===== src/rtl/common_types_pkg.sv =====
// ---------------------------------------------------------------------------
// common_types_pkg
// Shared types for the pipeline control blocks.
//   reg_idx_t      : 5-bit architectural register index
//   hazard_state_t : hazard controller FSM states (RUN, MULDIV_WAIT)
//   CNT_W          : width of the mul/div occupancy counter
//   lat_to_load()  : converts an EX occupancy in cycles into the counter
//                    load value (the start cycle itself counts as one)
// ---------------------------------------------------------------------------
package common_types_pkg;

    typedef logic [4:0] reg_idx_t;

    typedef enum logic {
        RUN         = 1'b0,
        MULDIV_WAIT = 1'b1
    } hazard_state_t;

    localparam int CNT_W = 5;

    function automatic logic [CNT_W-1:0] lat_to_load(input int lat);
        return CNT_W'(lat - 1);
    endfunction

endpackage


===== src/rtl/hazard_wait_counter.sv =====
// ---------------------------------------------------------------------------
// hazard_wait_counter
// Loadable down-counter tracking how long a mul/div still occupies EX.
// Only exists when HAZARD_MULDIV_EN is defined; without it the controller
// has no mul/div occupancy tracking at all.
//   CLK        : clock, rising edge
//   nRST       : synchronous active-low reset (count -> 0)
//   load       : load load_value (has priority over decrement)
//   load_value : value to load
//   decrement  : count down by one, saturating at zero
//   zero       : count is zero
// ---------------------------------------------------------------------------
`ifdef HAZARD_MULDIV_EN
module hazard_wait_counter
    import common_types_pkg::*;
(
    input  logic             CLK,
    input  logic             nRST,
    input  logic             load,
    input  logic [CNT_W-1:0] load_value,
    input  logic             decrement,
    output logic             zero
);

    logic [CNT_W-1:0] cnt;

    always_ff @(posedge CLK) begin
        if (!nRST) begin
            cnt <= '0;
        end else if (load) begin
            cnt <= load_value;
        end else if (decrement && (cnt != '0)) begin
            cnt <= cnt - 1'b1;
        end
    end

    assign zero = (cnt == '0);

endmodule
`endif


===== src/rtl/hazard_controller.sv =====
// ---------------------------------------------------------------------------
// hazard_controller
// Pipeline hazard unit: load-use interlock, data-memory wait stalls,
// taken-branch flushes and (optionally) multi-cycle mul/div occupancy of EX.
//
// Parameters
//   MUL_LAT : cycles a mul occupies EX (1..31)
//   DIV_LAT : cycles a div occupies EX (1..32)
// Configuration
//   HAZARD_MULDIV_EN : when defined, builds the RUN/MULDIV_WAIT FSM and the
//                      occupancy counter; otherwise mul/div inputs are
//                      ignored and muldiv_busy/muldiv_done stay 0.
// Ports
//   CLK, nRST                     : clock and synchronous active-low reset
//   id_rsel1, id_rsel2            : ID-stage source registers
//   ex_rd, ex_memread             : EX destination and "is a load"
//   ex_muldiv_start/_div          : EX holds a mul (div=0) or div (div=1)
//   ex_branch_taken               : EX resolved a taken branch/jump
//   dmem_req, dmem_ready          : MEM data request and its acknowledge
//   stall_if/id/ex/mem            : hold the corresponding stage register
//   flush_id/ex                   : insert a bubble into the stage register
//   muldiv_busy, muldiv_done      : FSM in MULDIV_WAIT / release pulse
// ---------------------------------------------------------------------------
module hazard_controller
    import common_types_pkg::*;
#(
    parameter int MUL_LAT = 3,
    parameter int DIV_LAT = 32
) (
    input  logic       CLK,
    input  logic       nRST,
    input  logic [4:0] id_rsel1,
    input  logic [4:0] id_rsel2,
    input  logic [4:0] ex_rd,
    input  logic       ex_memread,
    input  logic       ex_muldiv_start,
    input  logic       ex_muldiv_div,
    input  logic       ex_branch_taken,
    input  logic       dmem_req,
    input  logic       dmem_ready,
    output logic       stall_if,
    output logic       stall_id,
    output logic       stall_ex,
    output logic       stall_mem,
    output logic       flush_id,
    output logic       flush_ex,
    output logic       muldiv_busy,
    output logic       muldiv_done
);

    logic load_use;
    logic md_stall;

    assign stall_mem = dmem_req && !dmem_ready;

    // r0 is hard-wired zero, so a load into it never creates a dependency.
    assign load_use = ex_memread && (ex_rd != 5'd0) &&
                      ((ex_rd == id_rsel1) || (ex_rd == id_rsel2));

`ifdef HAZARD_MULDIV_EN

    localparam logic [CNT_W-1:0] MUL_LOAD = lat_to_load(MUL_LAT);
    localparam logic [CNT_W-1:0] DIV_LOAD = lat_to_load(DIV_LAT);

    hazard_state_t    state;
    hazard_state_t    state_next;
    logic             cnt_load;
    logic             cnt_dec;
    logic             cnt_zero;
    logic [CNT_W-1:0] cnt_load_value;

    assign cnt_load_value = ex_muldiv_div ? DIV_LOAD : MUL_LOAD;

    hazard_wait_counter u_wait_counter (
        .CLK        (CLK),
        .nRST       (nRST),
        .load       (cnt_load),
        .load_value (cnt_load_value),
        .decrement  (cnt_dec),
        .zero       (cnt_zero)
    );

    always_ff @(posedge CLK) begin
        if (!nRST) begin
            state <= RUN;
        end else begin
            state <= state_next;
        end
    end

    // A start seen while MEM is waiting is not accepted: the counter must
    // only begin once the pipeline behind EX can actually move again.
    always_comb begin
        state_next = state;
        case (state)
            RUN: begin
                if (ex_muldiv_start && !stall_mem) begin
                    state_next = MULDIV_WAIT;
                end
            end
            MULDIV_WAIT: begin
                if (cnt_zero) begin
                    state_next = RUN;
                end
            end
            default: state_next = RUN;
        endcase
    end

    // The start cycle itself stalls EX, so the counter is loaded with LAT-1
    // and EX is held for LAT cycles in total; the cnt==0 cycle releases it.
    // FSM-derived outputs are forced low while reset is asserted.
    always_comb begin
        cnt_load    = 1'b0;
        cnt_dec     = 1'b0;
        md_stall    = 1'b0;
        muldiv_busy = 1'b0;
        muldiv_done = 1'b0;
        if (nRST) begin
            case (state)
                RUN: begin
                    cnt_load = ex_muldiv_start && !stall_mem;
                    md_stall = ex_muldiv_start;
                end
                MULDIV_WAIT: begin
                    cnt_dec     = !cnt_zero;
                    md_stall    = !cnt_zero;
                    muldiv_busy = 1'b1;
                    muldiv_done = cnt_zero;
                end
                default: begin
                    md_stall = 1'b0;
                end
            endcase
        end
    end

`else

    logic unused_muldiv_inputs;
    assign unused_muldiv_inputs = ^{ex_muldiv_start, ex_muldiv_div};

    assign md_stall    = 1'b0;
    assign muldiv_busy = 1'b0;
    assign muldiv_done = 1'b0;

`endif

    assign stall_ex = stall_mem || md_stall;

    // A taken branch squashes the dependent ID instruction anyway, so the
    // load-use interlock is dropped in favour of the flush.
    assign stall_id = stall_ex || (load_use && !ex_branch_taken);
    assign stall_if = stall_id;

    // While EX is held the branch stays in EX, so the flush is simply
    // re-evaluated once the stall clears rather than being remembered.
    assign flush_ex = !stall_ex && (load_use || ex_branch_taken);
    assign flush_id = !stall_ex && ex_branch_taken;

endmodule


===== config.mk =====
export PLATFORM = sky130hd
export DESIGN_NAME = hazard_controller
export DESIGN_NICKNAME = d
export VERILOG_FILES = /design/src/rtl/common_types_pkg.sv /design/src/rtl/hazard_wait_counter.sv /design/src/rtl/hazard_controller.sv
export SDC_FILE = /design/constraint.sdc
export NUM_CORES = 1
export LEC_CHECK = 0
export CORE_AREA = 5 5 42 44
export DETAILED_ROUTE_END_ITERATION = 8
export DIE_AREA = 0 0 47 49
export SYNTH_ARGS = -nofsm -noshare
export SYNTH_HDL_FRONTEND = slang
export SYNTH_SLANG_ARGS = --single-unit

===== constraint.sdc =====
create_clock -name vclk -period 3.3
set_clock_uncertainty 0.1 [all_clocks]
set_input_delay 0.66 -clock vclk [all_inputs]
set_output_delay 0.66 -clock vclk [all_outputs]
set_load 0.01 [all_outputs]

==> results of run 1 <==
cell families after synthesis:
kind of cell | synth area share
AO/OA/AOI/OAI | 0.157
XOR/XNOR | 0.440
buffers and inverters | 0.189
other | 0.0188
AND/OR/NAND/NOR | 0.195
metal layers:
metal | global-route usage | vias up | share of wire
li1 | - | 133 | -
met1 | 0.0696 | 107 | 0.37
met2 | 0.0656 | 17 | 0.44
met3 | 0.00369 | 0 | 0.19
met4 | 0 | 0 | 0
met5 | 0 | - | 0
cell type report:
class / instances / area share
timing repair buffer: 26 / 0.572
multi-input combinational: 23 / 0.367
tap: 16 / 0.0444
inverter: 2 / 0.0167
cells in the final DEF, fill, tap and decap left out:
cell type        instances
nor2_1                   2
clkdlybuf4s50_1         22
nor3_1                   2
a22oi_1                  1
nand2b_1                 1
nand2_1                  1
dlymetal6s2s_1           1
buf_4                    1
conb_1                   2
o21ai_2                  1
or4_4                    1
inv_1                    2
xor2_1                  10
dlygate4sd2_1            2
o31ai_1                  2
final timing paths:
check | start | end | slack [ns] | cells after the start
setup / recovery | ex_rd[0] | stall_if | 0.31 | 6
hold / removal | ex_memread | flush_ex | 1.93 | 4
stage by stage:
stage	TNS, ns	power (mW)	instance area [µm²]	util	hold WS [ns]
after floorplan	0	0.0218	203	-	1.32
after global placement	-0.0331	0.0560	450	0.321	2.22
after detailed placement	-0.0350	0.0562	450	0.321	2.23
after CTS	0	0.0553	448	0.320	2.06
after global routing	0	0.0585	450	0.321	1.96
final	0	0.0543	450	0.321	1.93
power groups by stage:
stage,combinational (mW),clock [mW],sequential [mW]
after global placement,0.0560,0,0
after CTS,0.0553,0,0
final,0.0543,0,0
after detailed placement,0.0562,0,0
after global routing,0.0585,0,0
after floorplan,0.0218,0,0
repair_timing:
action,in CTS,in global routing
hold buffers,0,0
pin swaps,0,0
setup endpoints to repair,2,1
resized for setup,2,1
hold endpoints to repair,0,0
synthesized netlist by cell type:
cell type / n
o21ai_2: 1
buf_4: 4
nand2b_1: 1
inv_1: 2
a22oi_1: 1
o31ai_1: 2
nor3_1: 2
nand2_1: 1
xor2_1: 10
nor2_1: 2
or4_4: 1
conb_1: 1
==> results.md, run 1 <==
- Synth unique cells: 12
- Largest net degree at the start of global routing: 4
- Placed Cells: 67
- Ant diodes: 0
- Seq_cells: 0
- Post-CTS Repair Setup Buffers: 0
- # nets final: between 70 and 80
- Status: finished, final reports clean
- Slowest CP cell: clkdlybuf4s50_1
- Setup WS post-layout: about 0.31 ns
- IO Port Bufs: 25
- Clock buffer cells: 0
- CP peak stage delay: roughly 0.47 ns
- Overall routed net length: 594 µm
- Via count: 257
- Total congestion overflow: 0
- Area of the multi-input gates: between 150 and 200 µm²
- Pwr Density: ~120 nW/µm²
- Sw Pwr: slightly below 0.02 mW
- Final Cycle Share: 0.905
- I/O pin count: 31
- Drc violations: 0
- Synth Instances: 28
- Setup WS pre-CTS: -0.0186 ns
- Yosys top cell by area: xor2_1
- Combinational share of power: 1.000
- Area Overhead vs Synth: 126%
- Core area: between 1000 and 1500 µm²
- Fill cell count: 162
- Synth warnings: 0
- HP Class: in -> out
- Mean post-synth cell area: slightly above 7 µm²
- WS Path Type: in -> out
- DR pass1 iterations: 4
- Vias in the first global route: ~210
- CP Cell Sequence: clkdlybuf4s50_1 > xor2_1 > nor3_1 > a22oi_1 > o31ai_1 > dlygate4sd2_1
- Post-synthesis sequential area ratio: 0
- Die area: between 2000 and 2500 µm²
- WP data required: 2.54 ns
- Global Route Usage Sum: 0.0435
- Internal Pwr Total: approximately 0.035 mW
- Area contributors post-synth: xor2_1 44%, buf_4 15%, o31ai_1 7.5%
- Die H: between 40 and 50 µm
- Die X: 47 µm
- Static leakage: 0.202 nW
- Max Transition Viols Final: 0
- Gpl congestion: between 0.7 and 0.8
- Crit path max-delay family: buffers and inverters
- Hold Vio Cnt, Final: 0
- Worst Path Arrival: 2.23 ns
- Via density: ~3.8
- Achievable Freq: 0.335 GHz
- Initial Utilization: 0.142
- Clk pwr share: 0
- RSZ-0062 raised after global routing: no
- Share of post-route cells with drive strength above 1: 0.0588
- Crit end category: output port
- Row count: 14
- Final cell count without fillers: 67
- Max-cap viol count: 0
- Max FO, Critical Path: 3
- Antenna violations before repair: 0
- Seq pwr share: 0
- Sw Ratio: 0.359
- DR WL/cell: 8.87 µm
- Endpoints failing setup: 0
- Area share of the largest cell type after synthesis: 0.440
- Min cycle time layout: 2.99 ns
- First-pass GRT wire length: 828 µm
- 1st-iter DRT viols: 2
- CP Launch Type: input port
- Area of the mapped netlist: between 150 and 200 µm²
- Register Area: 0 µm²
- CP bufs+invs: 2
- Antenna Nets Post-Route: 0
- Peak VDD IR: around 31 µV
Power figures use the tool's default switching activity.
==> run 2: changes to the inputs <==
PLACE_DENSITY_LB_ADDON = 0.25   (was default)
==> run 2 against run 1 <==
Setup slack improved by 0.022 ns. Combinational power grew 1%. Design area is 1.1% higher. Core utilization increased by 0.36 points. Critical path type unchanged. Largest cell class unchanged. Largest power group unchanged.
==> results.md, run 2 (synthesis results as in run 1) <==
- HP Class: in -> out
- Via density: 3.85 (+0.39%)
- Hold Startpoint: ex_memread
- Drc violations: 0 (unchanged)
- Overall routed net length: 608 µm (+2.4%)
- Seq_cells: 0 (unchanged)
- Register Area: 0 µm² (unchanged)
- Slowest CP cell: clkdlybuf4s50_1
- Pwr Density: 121 nW/µm² (+0.35%)
- Static leakage: 0.203 nW (+0.49%)
- Max-cap viol count: 0 (unchanged)
- DR WL/cell: 9.07 µm (+2.4%)
- Largest net degree at the start of global routing: 4 (unchanged)
- Hold Vio Cnt, Final: 0 (unchanged)
- Die area: 2300 µm² (unchanged)
- CP Cell Sequence: clkdlybuf4s50_1 > xor2_1 > nor3_1 > a22oi_1 > o31ai_1 > dlygate4sd2_1
- Endpoints failing setup: 0 (unchanged)
- Status: finished, final reports clean
- Post-DP HPWL: around 570 µm
- Highest-count cells in the layout ignoring fill and taps: 22 x clkdlybuf4s50_1, 10 x xor2_1
- Final instance area: 455 µm² (+1.1%)
- CP peak stage delay: 0.47 ns (about the same)
- Die X: 47 µm (unchanged)
- Worst Path Arrival: 2.20 ns (-0.03 ns)
- Global Route Usage Sum: 0.0456 (+0.00211)
- Gpl congestion: 0.588 (-16%)
- Ant diodes: 0 (unchanged)
- Die H: 49 µm (unchanged)
- Max FO, Critical Path: 3 (unchanged)
- Final Cycle Share: 0.898 (-0.00664)
- # nets final: 76 (unchanged)
- Fin Hold WS: 1.92 ns (-0.00885 ns)
- Max Transition Viols Final: 0 (unchanged)
- I/O pin count: 31 (unchanged)
- Crit end category: output port
- Fill cell count: 175 (+8.0%)
- Antenna violations before repair: 0 (unchanged)
- Vias in the first global route: 225 (+7.7%)
- WS Path Type: in -> out
- IO Port Bufs: 25 (unchanged)
- DR pass1 iterations: 2 (-2)
- Critical Path Source: ex_rd[3]
- Area Overhead vs Synth: 129%
- Setup TNS: 0 ns (unchanged)
- Row count: 14 (unchanged)
- Clock buffer cells: 0 (unchanged)
- Antenna Nets Post-Route: 0 (unchanged)
- Via count: 258 (+0.39%)
- Min cycle time layout: 2.96 ns (-0.0219 ns)
- Initial Utilization: 0.142 (unchanged)
- Share of post-route cells with drive strength above 1: 0.0784 (+0.0196)
- CP Launch Type: input port
- RSZ-0062 raised after global routing: no
- First-pass GRT wire length: 834 µm (+0.72%)
- CP bufs+invs: 2 (unchanged)
- Achievable Freq: 0.337 GHz (+0.74%)
- Instance area at placement: 450 µm² (unchanged)
- Peak VDD IR: 33.6 µV (+7.4%)
- Core area: 1400 µm² (unchanged)
- 1st-iter DRT viols: 1 (-1)
- Post-CTS Hold Buffers: 0 (unchanged)
- Power Total: 0.0551 mW (+1.5%)
- Util after Layout: 0.325 (+0.00357)
- Total congestion overflow: 0 (unchanged)
- Crit path max-delay family: buffers and inverters
- WP data required: 2.54 ns (about the same)
- Most common cell after layout, fill and taps aside: clkdlybuf4s50_1
==> run 2: cell counts in the layout (fill, tap and decap cells not counted) <==
Identical to the previous run, type by type.
==> run 2: area by class of cell <==
| class | count | area (µm²) | share of cell area |
|---|---|---|---|
| Timing Repair Buffer | 26 | 258 | 0.566 |
| Tap cell | 16 | 20.0 | 0.0440 |
| Multi-Input combinational cell | 23 | 170 | 0.374 |
| Inverter | 2 | 7.51 | 0.0165 |
==> run 2: final timing paths <==
check,to,cells after the start
worst min-delay path,flush_ex,4
worst max-delay path,stall_id,6
==> run 2: where the power goes <==
group	total (mW)	internal (mW)	switching, mW
Combinational	0.0551	0.0351	0.0200
Sequential	0	0	0
Clock	0	0	0
==> run 2: layer usage <==
| metal | vias up | routed length [µm] | GRT usage |
|---|---|---|---|
| met5 | - | 0 | 0 |
| met4 | 0 | 0 | 0 |
| met3 | 0 | 127 | 0.0148 |
| met2 | 19 | 245 | 0.0769 |
| met1 | 106 | 235 | 0.0587 |
| li1 | 133 | - | - |
==> run 2: through the flow <==
step / setup slack, ns / cells
2_1_floorplan: 0.821 / 29
3_3_place_gp: -0.0147 / 67
3_5_place_dp: -0.0232 / 67
4_1_cts: 0.0623 / 67
5_1_grt: 0.204 / 67
6_report: 0.336 / 67
==> run 2: timing repair <==
action | CTS | global route
cloned | 0 | 0
setup endpoints to repair | 2 | 1
resized for setup | 2 | 2
setup buffers | 0 | 0
pin swaps | 0 | 0
